### src/rtl/if_stage_pkg.sv
// ---------------------------------------------------------------------------
// if_stage_pkg
// Shared definitions for the instruction-fetch stage: default reset PC,
// the NOP bubble encoding (same value as the NOP opcode used by decode),
// the fetch FSM state encoding and the PC increment helper.
// ---------------------------------------------------------------------------
package if_stage_pkg;

  localparam int unsigned XLEN = 16;

  localparam logic [XLEN-1:0] DEF_RESET_PC  = 16'h0000;
  localparam logic [XLEN-1:0] DEF_NOP_INSTR = 16'h0000;

  typedef enum logic [1:0] {
    S_IDLE  = 2'd0,
    S_FETCH = 2'd1,
    S_HOLD  = 2'd2,
    S_DRAIN = 2'd3
  } if_state_e;

  // Word-addressed increment; the 16-bit result wraps FFFF -> 0000.
  function automatic logic [XLEN-1:0] pcIncrement(input logic [XLEN-1:0] pc);
    return pc + 16'd1;
  endfunction

endpackage

### src/rtl/if_pc_gen.sv
// ---------------------------------------------------------------------------
// if_pc_gen
// Owns the fetch PC. Priority: redirect target, then increment on an
// accepted fetch, otherwise hold.
//
// Ports:
//   i_clk, i_rst_n   clock, asynchronous active-low reset
//   i_redirect       load i_redirect_pc
//   i_redirect_pc    redirect target
//   i_advance        fetch accepted this cycle, step to the next word
//   o_fetch_pc       current fetch PC
//   o_next_pc        value fetch PC takes at the next clock edge
// ---------------------------------------------------------------------------
module if_pc_gen
  import if_stage_pkg::*;
#(
  parameter logic [XLEN-1:0] RESET_PC = DEF_RESET_PC
) (
  input  logic            i_clk,
  input  logic            i_rst_n,
  input  logic            i_redirect,
  input  logic [XLEN-1:0] i_redirect_pc,
  input  logic            i_advance,
  output logic [XLEN-1:0] o_fetch_pc,
  output logic [XLEN-1:0] o_next_pc
);

  logic [XLEN-1:0] r_fetchPc;
  logic [XLEN-1:0] w_nextPc;

  // Next-PC mux: a redirect always wins over a same-cycle increment.
  always_comb begin
    w_nextPc = r_fetchPc;
    if (i_redirect) begin
      w_nextPc = i_redirect_pc;
    end else if (i_advance) begin
      w_nextPc = pcIncrement(r_fetchPc);
    end
  end

  // Fetch PC register.
  always_ff @(posedge i_clk or negedge i_rst_n) begin
    if (!i_rst_n) begin
      r_fetchPc <= RESET_PC;
    end else begin
      r_fetchPc <= w_nextPc;
    end
  end

  assign o_fetch_pc = r_fetchPc;
  assign o_next_pc  = w_nextPc;

endmodule

### src/rtl/if_stage.sv
// ---------------------------------------------------------------------------
// if_stage
// Instruction-fetch stage. Issues one outstanding request at a time to
// instruction memory, delivers {instr, pc, valid} to decode through the
// IF/ID register, parks an instruction that returns during a decode stall
// in a one-entry hold buffer, and drains a request orphaned by a redirect.
//
// Ports:
//   i_clk, i_rst_n   clock, asynchronous active-low reset
//   i_stall          hazard unit: freeze IF/ID
//   i_redirect       EX branch/jump pulse, i_redirect_pc is the target
//   o_imem_req       registered fetch request
//   o_imem_addr      fetch word address, stable while o_imem_req=1
//   i_imem_ack       one-cycle response pulse, i_imem_rdata valid with it
//   o_id_instr       IF/ID instruction (NOP_INSTR when invalid)
//   o_id_pc          IF/ID PC
//   o_id_valid       IF/ID valid
// ---------------------------------------------------------------------------
module if_stage
  import if_stage_pkg::*;
#(
  parameter logic [XLEN-1:0] RESET_PC  = DEF_RESET_PC,
  parameter logic [XLEN-1:0] NOP_INSTR = DEF_NOP_INSTR
) (
  input  logic            i_clk,
  input  logic            i_rst_n,
  input  logic            i_stall,
  input  logic            i_redirect,
  input  logic [XLEN-1:0] i_redirect_pc,
  output logic            o_imem_req,
  output logic [XLEN-1:0] o_imem_addr,
  input  logic            i_imem_ack,
  input  logic [XLEN-1:0] i_imem_rdata,
  output logic [XLEN-1:0] o_id_instr,
  output logic [XLEN-1:0] o_id_pc,
  output logic            o_id_valid
);

  if_state_e       r_state;
  if_state_e       w_nextState;
  logic            r_imemReq;
  logic [XLEN-1:0] r_imemAddr;
  logic [XLEN-1:0] r_idInstr;
  logic [XLEN-1:0] r_idPc;
  logic            r_idValid;
  logic [XLEN-1:0] r_holdInstr;
  logic [XLEN-1:0] r_holdPc;

  logic [XLEN-1:0] w_idInstrNext;
  logic [XLEN-1:0] w_idPcNext;
  logic            w_idValidNext;
  logic [XLEN-1:0] w_holdInstrNext;
  logic [XLEN-1:0] w_holdPcNext;
  logic [XLEN-1:0] w_fetchPc;
  logic [XLEN-1:0] w_nextPc;
  logic            w_advance;

  // Only an ack for a live fetch moves the PC forward; an ack seen while
  // draining belongs to an abandoned address and is dropped.
  assign w_advance = (r_state == S_FETCH) && i_imem_ack && !i_redirect;

  if_pc_gen #(
    .RESET_PC (RESET_PC)
  ) u_pc_gen (
    .i_clk         (i_clk),
    .i_rst_n       (i_rst_n),
    .i_redirect    (i_redirect),
    .i_redirect_pc (i_redirect_pc),
    .i_advance     (w_advance),
    .o_fetch_pc    (w_fetchPc),
    .o_next_pc     (w_nextPc)
  );

  // Next state, IF/ID and hold-buffer contents. Redirect is applied last
  // so it overrides everything except an in-progress drain, where the
  // outstanding ack must still be absorbed.
  always_comb begin
    w_nextState     = r_state;
    w_idInstrNext   = r_idInstr;
    w_idPcNext      = r_idPc;
    w_idValidNext   = r_idValid;
    w_holdInstrNext = r_holdInstr;
    w_holdPcNext    = r_holdPc;

    case (r_state)
      S_IDLE: begin
        w_nextState = S_FETCH;
      end
      S_FETCH: begin
        if (i_imem_ack && !i_stall) begin
          w_idInstrNext = i_imem_rdata;
          w_idPcNext    = w_fetchPc;
          w_idValidNext = 1'b1;
        end else if (i_imem_ack) begin
          w_holdInstrNext = i_imem_rdata;
          w_holdPcNext    = w_fetchPc;
          w_nextState     = S_HOLD;
        end else if (!i_stall) begin
          w_idInstrNext = NOP_INSTR;
          w_idValidNext = 1'b0;
        end
      end
      S_HOLD: begin
        if (!i_stall) begin
          w_idInstrNext = r_holdInstr;
          w_idPcNext    = r_holdPc;
          w_idValidNext = 1'b1;
          w_nextState   = S_FETCH;
        end
      end
      S_DRAIN: begin
        w_idInstrNext = NOP_INSTR;
        w_idValidNext = 1'b0;
        if (i_imem_ack) begin
          w_nextState = S_FETCH;
        end
      end
      default: begin
        w_nextState = S_IDLE;
      end
    endcase

    if (i_redirect && (r_state != S_DRAIN)) begin
      w_idInstrNext   = NOP_INSTR;
      w_idValidNext   = 1'b0;
      w_holdInstrNext = NOP_INSTR;
      w_holdPcNext    = RESET_PC;
      // A request without its ack yet must not be withdrawn.
      if ((r_state == S_FETCH) && !i_imem_ack) begin
        w_nextState = S_DRAIN;
      end else begin
        w_nextState = S_FETCH;
      end
    end
  end

  // State, request interface, IF/ID and hold registers. While draining the
  // address stays on the stale request; otherwise it tracks the next PC,
  // which only moves after an ack, on a redirect, or while req is low.
  always_ff @(posedge i_clk or negedge i_rst_n) begin
    if (!i_rst_n) begin
      r_state     <= S_IDLE;
      r_imemReq   <= 1'b0;
      r_imemAddr  <= RESET_PC;
      r_idInstr   <= NOP_INSTR;
      r_idPc      <= RESET_PC;
      r_idValid   <= 1'b0;
      r_holdInstr <= NOP_INSTR;
      r_holdPc    <= RESET_PC;
    end else begin
      r_state     <= w_nextState;
      r_imemReq   <= (w_nextState == S_FETCH) || (w_nextState == S_DRAIN);
      r_imemAddr  <= (w_nextState == S_DRAIN) ? r_imemAddr : w_nextPc;
      r_idInstr   <= w_idInstrNext;
      r_idPc      <= w_idPcNext;
      r_idValid   <= w_idValidNext;
      r_holdInstr <= w_holdInstrNext;
      r_holdPc    <= w_holdPcNext;
    end
  end

  assign o_imem_req  = r_imemReq;
  assign o_imem_addr = r_imemAddr;
  assign o_id_instr  = r_idInstr;
  assign o_id_pc     = r_idPc;
  assign o_id_valid  = r_idValid;

endmodule

### config.mk
export PLATFORM = sky130hd
export DESIGN_NAME = if_stage
export DESIGN_NICKNAME = d
export VERILOG_FILES = /design/src/rtl/if_stage_pkg.sv /design/src/rtl/if_pc_gen.sv /design/src/rtl/if_stage.sv
export SDC_FILE = /design/constraint.sdc
export NUM_CORES = 1
export LEC_CHECK = 0
export CAP_MARGIN = 20
export CORE_ASPECT_RATIO = 1.2
export CORE_UTILIZATION = 52
export CTS_CLUSTER_DIAMETER = 120
export DETAILED_ROUTE_END_ITERATION = 10
export PLACE_DENSITY = 0.83
export SYNTH_ARGS = -nofsm -noshare
export SYNTH_HDL_FRONTEND = slang
export SYNTH_HIERARCHICAL = 1
export SYNTH_SLANG_ARGS = --single-unit
export TNS_END_PERCENT = 30
### constraint.sdc
create_clock -name i_clk -period 2.6 [get_ports i_clk]
set_input_delay 0.39 -clock i_clk [delete_from_list [all_inputs] [get_ports i_clk]]
set_output_delay 0.39 -clock i_clk [all_outputs]
set_load 0.02 [all_outputs]
After elaboration in Yosys (flattened, before gate mapping)
Cells that the tools add are included.

Equality and inequality tests: 12. Add/subtract/negate cells: 1. Reduce and logical (&&, ||, !) cells: 17. Muxes and demuxes: 32.

Operator list (count): two-way mux 16 bit (17); case mux 16 bit (3 select lines) (1); case mux 16 bit (2 select lines) (1); adder 16 x 1 -> 16 bit (second input constant) (1); two-way mux 2 bit (6); inequality test 4 x 2 -> 1 bit (second input constant) (2); case mux 2 bit (4 select lines) (1); equality test 2 bit (second input constant) (3); AND reduction 3 bit (2); nonzero test 2 bit (3); logical AND 1 bit (5); two-way mux 1 bit (5); equality test 2 x 1 -> 1 bit (second input constant) (2); inequality test 2 x 1 -> 1 bit (second input constant) (2); inequality test 2 bit (second input constant) (2); AND reduction 4 bit (1); nonzero test 4 bit (1); logical NOT 1 bit (3); inequality test 3 bit (second input constant) (1); case mux 1 bit (3 select lines) (1); logical NOT 2 bit (1); logical OR 1 bit (1).

Register bits: 100. Logic and storage cells: 71. Bits of input ports: 37. Output and inout bits: 50.

Depth between registers and ports, before layout
Gate-level depths: netlist of run 1.

Word-level depth: 7. Gate-level depth with buffers: 8. Depth with buffers taken out: 6.

Modules after synthesis
The synthesis of run 1 kept the hierarchy.

By module, submodules not included: if_stage (cells an instance 239, instances 1, area an instance 3498.4 µm², sequential area each 2077.0 µm²); if_pc_gen (cells an instance 98, instances 1, area an instance 929.6 µm², sequential area each 400.4 µm²).

Worst setup path after synthesis of run 1
Ideal clock, no wire load.

Path kind: reg2reg. Start point: register, netlist name o_imem_req. End point: register r_imemAddr[12] (netlist: o_imem_addr[12]). Path buffers: 2. Data arrival time: 2.020 ns. Required time: 2.475 ns. Cell stages (with the launch flop): 9. Library setup time: 0.125 ns. Clock period less this slack: 2.145 ns. Setup slack: 0.455 ns. Path through: dfrtp_1 > and4bb_2 > buf_4 > nand4_1 > buf_2 > nor4_2 > xor2_1 > mux2_2 > mux2_4.

RTL lines: end signal: assignment (RTL line if_stage.sv:153) `r_imemAddr <= (w_nextState == S_DRAIN) ? r_imemAddr : w_nextPc;`; end: declaration (RTL line if_stage.sv:42) `logic [XLEN-1:0] r_imemAddr;`.

Worst setup path in the final report of run 1
Start point: register r_state[1]. End point: register r_imemAddr[12] (netlist: o_imem_addr[12]).

Cells in the longest elaborated chain, start to end: 5. Elaborated cells on any way between the ends: 19. Those cells by class: eq/ne: 5; mux: 9; reduce/logical: 5.

Ends and longest elaborated chain: start: declaration (RTL line if_stage.sv:39) `if_state_e r_state;`; start signal: assignment (RTL line if_stage.sv:151) `r_state <= w_nextState;`; equality test 2 x 1 -> 1 bit (RTL line if_stage.sv:60) `assign w_advance = (r_state == S_FETCH) && i_imem_ack && !i_redirect;`; logical AND 1 bit (2 in a row) (RTL line if_stage.sv:60); via w_advance (RTL line if_stage.sv:56) `logic w_advance;`; two-way mux 16 bit (RTL line if_pc_gen.sv:36) `end else if (i_advance) begin`; two-way mux 16 bit (RTL line if_pc_gen.sv:34) `if (i_redirect) begin`; via w_nextPc[12] (RTL line if_stage.sv:55) `logic [XLEN-1:0] w_nextPc;`.

The timed path passes the listed nets, and every way through them passes these cells. A chain may end at the register's enable or synchronous reset.

==> results of run 1 <==
==> worst paths after layout <==
kind                                start               to  depth (start not counted)
max in group asynchronous         i_rst_n      o_id_pc[11]                          2
min in group i_clk         r_holdInstr[3]   r_holdInstr[3]                          1
hold reg to reg            r_holdInstr[3]   r_holdInstr[3]                          1
setup reg to reg               r_state[1]  o_imem_addr[12]                          7
setup / recovery               r_state[1]  o_imem_addr[12]                          7
hold / removal                    i_rst_n  r_holdInstr[11]                          1
==> per-stage QoR <==
| step | hold slack [ns] | cell area, sq um |
|---|---|---|
| floorplan | 0.0944 | 4430 |
| detailed placement | 0.413 | 5420 |
| CTS | 0.00129 | 5620 |
| finish | 0.00377 | 5620 |
| global placement | 0.409 | 5420 |
| global route | 0.0287 | 5620 |
==> cells by family (layout without fill, tap and decap cells) <==
family / after synthesis / after routing
flip-flops: 99 / 99
AND/OR/NAND/NOR: 73 / 73
AO/OA/AOI/OAI: 70 / 70
multiplexers: 53 / 53
buffers and inverters: 27 / 118
XOR/XNOR: 14 / 14
adder cells (fa/ha/maj): 1 / 1
==> cell usage after synthesis, drive strengths merged <==
cell,number
buf,15
or3,1
nand4,6
ha,1
o21bai,1
and4bb,1
nand4bb,1
nor3,4
xnor2,8
o22ai,1
nand2b,2
nand3,4
dfrtp,99
nor2,4
nor2b,4
nand2,19
inv,4
a21oi,1
a221o,16
nor4b,1
and2,16
mux2,50
and3,1
clkbuf,8
or2,1
nand3b,1
a22o,34
and3b,1
nor4,6
mux2i,3
a21o,1
a22oi,1
o21ai,15
xor2,6
==> layout make-up <==
type,count,share of cell area (%)
multi-input cells,211,32.2
repair buffers,98,17.3
inverters,4,0.267
well taps,114,2.54
clock buffers,9,2.20
clock inverters,7,1.36
flip-flops and latches,99,44.1
==> power groups by stage <==
stage          Sequential [mW]  Clock, mW  Combinational (mW)
6_report                  1.89      0.995               0.955
5_1_grt                   1.91       1.08                1.02
4_1_cts                   1.89       1.02               0.964
3_5_place_dp              1.91          0               0.957
3_3_place_gp              1.90          0               0.943
2_1_floorplan             2.05          0               0.353
==> placed cells by master, fill, tap and decap left out, types with 2 or more instances in the layout <==
master / Yosys / layout
sky130_fd_sc_hd__dfrtp_1: 99 / 99
sky130_fd_sc_hd__clkdlybuf4s50_1: 0 / 85
sky130_fd_sc_hd__mux2_2: 40 / 40
sky130_fd_sc_hd__a22o_1: 34 / 34
sky130_fd_sc_hd__nand2_1: 19 / 19
sky130_fd_sc_hd__and2_1: 16 / 16
sky130_fd_sc_hd__a221o_1: 16 / 16
sky130_fd_sc_hd__buf_4: 4 / 11
sky130_fd_sc_hd__o21ai_0: 10 / 10
sky130_fd_sc_hd__mux2_4: 10 / 10
sky130_fd_sc_hd__clkbuf_8: 0 / 9
sky130_fd_sc_hd__xnor2_1: 8 / 8
sky130_fd_sc_hd__xor2_1: 6 / 6
sky130_fd_sc_hd__nand4_1: 5 / 5
sky130_fd_sc_hd__nor4_2: 5 / 5
sky130_fd_sc_hd__o21ai_1: 5 / 5
sky130_fd_sc_hd__inv_1: 4 / 4
sky130_fd_sc_hd__nor2b_1: 4 / 4
sky130_fd_sc_hd__nand3_1: 4 / 4
sky130_fd_sc_hd__nor3_1: 4 / 4
sky130_fd_sc_hd__mux2i_1: 3 / 3
sky130_fd_sc_hd__nor2_1: 4 / 3
sky130_fd_sc_hd__nand2b_1: 2 / 2
sky130_fd_sc_hd__inv_6: 0 / 2
sky130_fd_sc_hd__clkinvlp_4: 0 / 2
sky130_fd_sc_hd__buf_12: 0 / 2
==> flip-flops by register name (all words and copies together), names as in the netlist <==
| signal | flops |
|---|---|
| o_id_instr | 16 |
| o_id_pc | 16 |
| o_imem_addr | 16 |
| r_holdInstr | 16 |
| r_holdPc | 16 |
| u_pc_gen/o_fetch_pc | 16 |
| o_id_valid | 1 |
| o_imem_req | 1 |
| r_state | 1 |
==> worst register-to-register path, delay by kind of cell, from the launching register on <==
| family | cells | cell delay (ns) |
|---|---|---|
| AND/OR/NAND/NOR | 3 | 0.78 |
| multiplexers | 2 | 0.57 |
| buffers and inverters | 1 | 0.20 |
| flip-flops | 1 | 0.50 |
| XOR/XNOR | 1 | 0.12 |
==> metal layers <==
| layer | global-route usage, % | share of wire [%] | up-vias |
|---|---|---|---|
| met5 | 0 | 0 | - |
| met2 | 36.4 | 49 | 92 |
| li1 | - | - | 1404 |
| met4 | 7.69 | 1.4 | 0 |
| met1 | 28.3 | 45 | 1513 |
| met3 | 4.56 | 4.2 | 10 |
==> impl_metrics.xml, run 1 <==
<?xml version="1.0" encoding="UTF-8"?>
<metrics>
  <group name="sta">
    <metric name="actual_transition_at_the_worst_max_transition_pin" unit="ns">1.07</metric>
    <metric name="final.setup.worst_slack" unit="ns">0.336</metric>
    <metric name="max_freq" unit="MHz">442</metric>
    <metric name="fin_worst_skew" unit="ns">0.00953</metric>
    <metric name="final-setup-viol-count" unit="">0</metric>
    <metric name="rsz0062_at_grt" unit="">no</metric>
    <metric name="finalSetupTns" unit="ns">0</metric>
    <metric name="post-route-period-util" unit="%">87.1</metric>
    <metric name="worst_slew_margin_rel" unit="%">28.6</metric>
    <metric name="timing.final.crit_period" unit="ns">2.26</metric>
    <metric name="hold_violations" unit="">0</metric>
    <metric name="maxSlewViolCount" unit="">0</metric>
  </group>
  <group name="floorplan">
    <metric name="coreArea" unit="sq um">8200</metric>
    <metric name="placementRows" unit="">36</metric>
    <metric name="initial_core_util" unit="%">54.0</metric>
    <metric name="io_pins" unit="">87</metric>
    <metric name="fp.dieArea" unit="sq um">8890</metric>
    <metric name="floorplan.die.width" unit="um">86.2</metric>
    <metric name="chipHeight" unit="um">103</metric>
  </group>
  <group name="grt">
    <metric name="grt_util_all_layers" unit="%">21.8</metric>
    <metric name="grt_pass1_vias" unit="">2986</metric>
    <metric name="grt_remaining_overflow" unit="">0</metric>
    <metric name="number_of_antenna_violations_at_the_first_check_in_global_routing" unit="">0</metric>
    <metric name="grt_start_max_net_pins" unit="">60</metric>
    <metric name="grt_first_pass_wirelength" unit="um">14800</metric>
  </group>
  <group name="clock_network">
    <metric name="clock-sinks" unit="">99</metric>
    <metric name="clk-insertion-delay-late" unit="ns">0.37</metric>
    <metric name="cts.repair.resized" unit="">0</metric>
    <metric name="clock_path_buffers" unit="">2</metric>
    <metric name="cts_htree_levels" unit="">3</metric>
    <metric name="tritoncts.num_buffers" unit="">9</metric>
    <metric name="cts_root_buffer" unit="">sky130_fd_sc_hd__clkbuf_8</metric>
    <metric name="tritoncts_clock_tree" unit="">yes</metric>
    <metric name="clkTransAtPathRegs" unit="ns">0.10</metric>
    <metric name="hold_buffers" unit="">0</metric>
    <metric name="post-cts-setup-buffers" unit="">0</metric>
  </group>
  <group name="synth">
    <metric name="yosys.area_share.adder" unit="%">0.283</metric>
    <metric name="synth_top_family_by_area" unit="">multiplexers</metric>
    <metric name="post_synth_inst_count" unit="">337</metric>
    <metric name="synth-warning-count" unit="">6</metric>
    <metric name="synth.mux.area_fraction" unit="%">14.2</metric>
    <metric name="netlist-cell-type-count" unit="">41</metric>
    <metric name="ys_ff_latch" unit="">99</metric>
    <metric name="syn_nets" unit="">375</metric>
    <metric name="synth_simple_gate_area_share" unit="%">10.5</metric>
    <metric name="syn_area_per_cell" unit="sq um">13.1</metric>
    <metric name="synth-compound-area-share" unit="%">13.1</metric>
    <metric name="synth_sequential_area_ratio" unit="%">55.9</metric>
    <metric name="synthXorXnorAreaFrac" unit="%">2.77</metric>
    <metric name="synth.largest_area_cell" unit="">sky130_fd_sc_hd__dfrtp_1</metric>
    <metric name="synth.top_cell.area_share" unit="%">55.9</metric>
    <metric name="synth.area.top_cells" unit="">sky130_fd_sc_hd__dfrtp_1, sky130_fd_sc_hd__mux2_2, sky130_fd_sc_hd__a22o_1, sky130_fd_sc_hd__a221o_1, sky130_fd_sc_hd__mux2_4</metric>
    <metric name="synth.cell_area" unit="sq um">4430</metric>
  </group>
  <group name="worst_setup_path">
    <metric name="critPathBufInv" unit="">1</metric>
    <metric name="critical-path-slowest-cell" unit="">sky130_fd_sc_hd__dfrtp_1</metric>
    <metric name="worst-path-max-fanout" unit="">11</metric>
    <metric name="critPathCaptureType" unit="">flip-flop</metric>
    <metric name="critical_path_arrival" unit="ns">2.52</metric>
    <metric name="critical-path-top-delay-family" unit="">simple AND/OR/NAND/NOR gates</metric>
    <metric name="cp_slowest_stage_delay" unit="ns">0.50</metric>
    <metric name="path_cells" unit="">and4bb_2 &gt; nand4_1 &gt; buf_4 &gt; nor4_2 &gt; xor2_1 &gt; mux2_2 &gt; mux2_4</metric>
    <metric name="timing_worst_setup_path_type" unit="">flip-flop to flip-flop</metric>
    <metric name="r2r_slack" unit="ns">0.34</metric>
    <metric name="crit_required" unit="ns">2.86</metric>
    <metric name="start_kind" unit="">flip-flop</metric>
  </group>
  <group name="place">
    <metric name="hpwl" unit="um">6160</metric>
    <metric name="port-buffer-count" unit="">86</metric>
    <metric name="place.detailed.instances" unit="">526</metric>
    <metric name="gpl.final_weighted_congestion" unit="">0.795</metric>
    <metric name="pre_cts_slack" unit="ns">0.0700</metric>
  </group>
  <group name="drt">
    <metric name="vias_per_cell" unit="">5.57</metric>
    <metric name="wl" unit="um">9040</metric>
    <metric name="dr.pass1.iters" unit="">5</metric>
    <metric name="vias" unit="">3019</metric>
    <metric name="avgRoutedWirePerCell" unit="um">16.7</metric>
    <metric name="drcViolationCount" unit="">0</metric>
    <metric name="initialDrtViolationCount" unit="">157</metric>
    <metric name="ant_nets" unit="">0</metric>
  </group>
  <group name="layout">
    <metric name="area_delta_synth_final" unit="%">26.9</metric>
    <metric name="n_fill_cell" unit="">617</metric>
    <metric name="final-instance-count-excl-fill" unit="">542</metric>
    <metric name="regArea" unit="sq um">2480</metric>
    <metric name="final_net_count" unit="">461</metric>
    <metric name="utilization" unit="%">68.5</metric>
    <metric name="multiInputGateArea" unit="sq um">1810</metric>
    <metric name="number_of_antenna_diodes" unit="">0</metric>
    <metric name="proportion_of_layout_cells_with_a_drive_suffix_above_1" unit="%">21.0</metric>
  </group>
  <group name="power">
    <metric name="power.density_cell_area" unit="nW/um^2">683</metric>
    <metric name="pwr-share-seq" unit="%">49.2</metric>
    <metric name="comb_power_share" unit="%">24.9</metric>
    <metric name="clkPwrFrac" unit="%">25.9</metric>
    <metric name="power.switching" unit="mW">1.13</metric>
    <metric name="design_power_total" unit="mW">3.83</metric>
    <metric name="swShare" unit="%">29.6</metric>
    <metric name="total_leakage_power" unit="nW">2.41</metric>
    <metric name="ir_worst_vdd" unit="uV">454</metric>
    <metric name="internal-power" unit="mW">2.70</metric>
  </group>
  <group name="flow_run">
    <metric name="drv_cap" unit="">0</metric>
  </group>
  <group name="worst_hold_path">
    <metric name="hold_path.class" unit="">input pin to asynchronous set/reset pin</metric>
  </group>
  <group name="outcome">
    <metric name="result_of_the_run" unit="">finished, final reports clean</metric>
  </group>
</metrics>
Note: power is estimated with default switching activity, not from simulation.
==> run 2, diff against run 1 <==
==> constraint.sdc (replaced) <==
create_clock -name i_clk -period 2.6 [get_ports i_clk]
set_input_delay 0.52 -clock i_clk [delete_from_list [all_inputs] [get_ports i_clk]]
set_output_delay 0.52 -clock i_clk [all_outputs]
set_load 0.02 [all_outputs]
==> impl_metrics.xml, run 2 (same netlist as run 1, synthesis figures left out) <==
<?xml version="1.0" encoding="UTF-8"?>
<metrics>
  <group name="worst_setup_path">
    <metric name="r2r_start" unit="">r_state[1]</metric>
    <metric name="crit_required" unit="ns">2.86</metric>
    <metric name="rr_worst_depth" unit="">7</metric>
    <metric name="worst-path-max-fanout" unit="">11</metric>
    <metric name="critPathCaptureType" unit="">flip-flop</metric>
    <metric name="start_kind" unit="">input pin</metric>
    <metric name="critical-path-top-delay-family" unit="">simple AND/OR/NAND/NOR gates</metric>
    <metric name="rr_endpoint" unit="">o_imem_addr[15]</metric>
    <metric name="critical-path-slowest-cell" unit="">sky130_fd_sc_hd__clkdlybuf4s50_1</metric>
    <metric name="path_cells" unit="">clkdlybuf4s50_1 &gt; and4bb_2 &gt; nand4_1 &gt; buf_4 &gt; nor4_1 &gt; mux2i_1 &gt; nand2_1 &gt; mux2_4</metric>
    <metric name="cp_slowest_stage_delay" unit="ns">0.42</metric>
    <metric name="critPathBufInv" unit="">2</metric>
    <metric name="critical_path_arrival" unit="ns">2.52</metric>
    <metric name="r2r_slack" unit="ns">0.40</metric>
    <metric name="timing_worst_setup_path_type" unit="">input pin to flip-flop</metric>
  </group>
  <group name="power">
    <metric name="power.density_cell_area" unit="nW/um^2">691</metric>
    <metric name="design_power_total" unit="mW">3.90</metric>
    <metric name="ir_worst_vdd" unit="uV">457</metric>
    <metric name="total_leakage_power" unit="nW">2.43</metric>
    <metric name="comb_power_share" unit="%">24.6</metric>
    <metric name="swShare" unit="%">28.4</metric>
    <metric name="power.switching" unit="mW">1.10</metric>
    <metric name="pwr-share-seq" unit="%">48.4</metric>
    <metric name="internal-power" unit="mW">2.79</metric>
    <metric name="clkPwrFrac" unit="%">27.0</metric>
  </group>
  <group name="sta">
    <metric name="hold_violations" unit="">0</metric>
    <metric name="fin_hold_ws" unit="ns">0.183</metric>
    <metric name="actual_transition_at_the_worst_max_transition_pin" unit="ns">0.943</metric>
    <metric name="worst_slew_margin_rel" unit="%">36.9</metric>
    <metric name="fin_worst_skew" unit="ns">0.00951</metric>
    <metric name="maxSlewViolCount" unit="">0</metric>
    <metric name="final-setup-viol-count" unit="">0</metric>
    <metric name="timing.final.crit_period" unit="ns">2.26</metric>
    <metric name="rsz0062_at_grt" unit="">no</metric>
    <metric name="max_freq" unit="MHz">442</metric>
    <metric name="post-route-period-util" unit="%">87.1</metric>
    <metric name="final.setup.worst_slack" unit="ns">0.335</metric>
    <metric name="finalSetupTns" unit="ns">0</metric>
  </group>
  <group name="outcome">
    <metric name="result_of_the_run" unit="">finished, final reports clean</metric>
  </group>
  <group name="place">
    <metric name="pre_cts_slack" unit="ns">-0.0399</metric>
    <metric name="place.detailed.instances" unit="">527</metric>
    <metric name="gpl.final_weighted_congestion" unit="">0.803</metric>
    <metric name="hpwl" unit="um">6240</metric>
    <metric name="port-buffer-count" unit="">86</metric>
    <metric name="place_area" unit="sq um">5430</metric>
  </group>
  <group name="drt">
    <metric name="avgRoutedWirePerCell" unit="um">16.9</metric>
    <metric name="vias_per_cell" unit="">5.57</metric>
    <metric name="initialDrtViolationCount" unit="">152</metric>
    <metric name="dr.pass1.iters" unit="">4</metric>
    <metric name="vias" unit="">3031</metric>
    <metric name="ant_nets" unit="">0</metric>
    <metric name="wl" unit="um">9210</metric>
    <metric name="drcViolationCount" unit="">0</metric>
  </group>
  <group name="layout">
    <metric name="proportion_of_layout_cells_with_a_drive_suffix_above_1" unit="%">20.9</metric>
    <metric name="layout_commonest_cell" unit="">sky130_fd_sc_hd__dfrtp_1</metric>
    <metric name="utilization" unit="%">68.8</metric>
    <metric name="number_of_antenna_diodes" unit="">0</metric>
    <metric name="most-common-layout-cells" unit="">sky130_fd_sc_hd__dfrtp_1, sky130_fd_sc_hd__clkdlybuf4s50_1, sky130_fd_sc_hd__mux2_2</metric>
    <metric name="n_fill_cell" unit="">607</metric>
    <metric name="final_design_area_no_fill" unit="sq um">5640</metric>
    <metric name="final-instance-count-excl-fill" unit="">544</metric>
    <metric name="final_net_count" unit="">463</metric>
    <metric name="area_delta_synth_final" unit="%">27.4</metric>
  </group>
  <group name="clock_network">
    <metric name="clkTransAtPathRegs" unit="ns">0.09</metric>
    <metric name="hold_buffers" unit="">0</metric>
    <metric name="post-cts-setup-buffers" unit="">0</metric>
    <metric name="cts_htree_levels" unit="">3</metric>
    <metric name="clk-insertion-delay-late" unit="ns">0.37</metric>
    <metric name="tritoncts.num_buffers" unit="">9</metric>
    <metric name="cts_root_buffer" unit="">sky130_fd_sc_hd__clkbuf_8</metric>
    <metric name="clock-sinks" unit="">99</metric>
    <metric name="cts.repair.resized" unit="">0</metric>
    <metric name="tritoncts_clock_tree" unit="">yes</metric>
    <metric name="clock_path_buffers" unit="">2</metric>
  </group>
  <group name="grt">
    <metric name="grt_remaining_overflow" unit="">0</metric>
    <metric name="grt_start_max_net_pins" unit="">51</metric>
    <metric name="grt_first_pass_wirelength" unit="um">15400</metric>
    <metric name="grt_util_all_layers" unit="%">22.7</metric>
    <metric name="number_of_antenna_violations_at_the_first_check_in_global_routing" unit="">0</metric>
    <metric name="grt_pass1_vias" unit="">3059</metric>
  </group>
  <group name="worst_hold_path">
    <metric name="hold_path.class" unit="">input pin to asynchronous set/reset pin</metric>
  </group>
  <group name="floorplan">
    <metric name="fp.dieArea" unit="sq um">8890</metric>
    <metric name="placementRows" unit="">36</metric>
    <metric name="coreArea" unit="sq um">8200</metric>
    <metric name="chipHeight" unit="um">103</metric>
    <metric name="io_pins" unit="">87</metric>
    <metric name="initial_core_util" unit="%">54.0</metric>
    <metric name="floorplan.die.width" unit="um">86.2</metric>
  </group>
  <group name="flow_run">
    <metric name="drv_cap" unit="">0</metric>
  </group>
</metrics>
==> run 2: layer usage <==
layer	part of all wire [%]	up-vias	global-route usage (%)	routed length (um)
li1	-	1413	-	-
met3	4.2	11	3.36	387
met5	0	-	0	0
met4	1.9	0	9.36	175
met2	49	84	38.0	4530
met1	45	1523	29.7	4110
==> run 2: power by group through the flow <==
| stage | Sequential (mW) | Combinational [mW] | Clock, mW |
|---|---|---|---|
| after floorplan | 2.05 | 0.353 | 0 |
| after global placement | 1.91 | 0.944 | 0 |
| after detailed placement | 1.91 | 0.962 | 0 |
| after CTS | 1.89 | 0.966 | 1.07 |
| after global routing | 1.91 | 1.02 | 1.13 |
| final | 1.89 | 0.959 | 1.05 |
==> run 2: final cells by class <==
cell class / instances / area (sq um) / share of cell area, %
Tap cell: 114 / 143 / 2.53
Multi-Input combinational cell: 211 / 1810 / 32.1
Clock inverter: 5 / 77.6 / 1.38
Clock buffer: 11 / 131 / 2.33
Sequential cell: 99 / 2480 / 43.9
Inverter: 4 / 15.0 / 0.266
Timing Repair Buffer: 100 / 988 / 17.5
==> run 2: worst max path at each step <==
stage                from         endpoint  slack (ns)  depth (start not counted)
5_1_grt        i_imem_ack   o_imem_addr[6]        0.25                          8
4_1_cts        i_redirect   o_imem_addr[6]        0.34                          8
2_1_floorplan  i_redirect  o_imem_addr[12]        0.42                          8
3_3_place_gp   i_imem_ack  o_imem_addr[12]       0.003                          8
6_report       i_redirect  o_imem_addr[15]        0.34                          8
3_5_place_dp   i_redirect   o_imem_addr[6]       -0.04                          8
==> run 2: worst reg2reg max path, cell delays in order, from the launching register on <==
cell and delay (ns):
sky130_fd_sc_hd__dfrtp_1 0.49, sky130_fd_sc_hd__and4bb_2 0.36, sky130_fd_sc_hd__nand4_1 0.11, sky130_fd_sc_hd__buf_4 0.20
sky130_fd_sc_hd__nor4_1 0.33, sky130_fd_sc_hd__mux2i_1 0.24, sky130_fd_sc_hd__nand2_1 0.10, sky130_fd_sc_hd__mux2_4 0.27
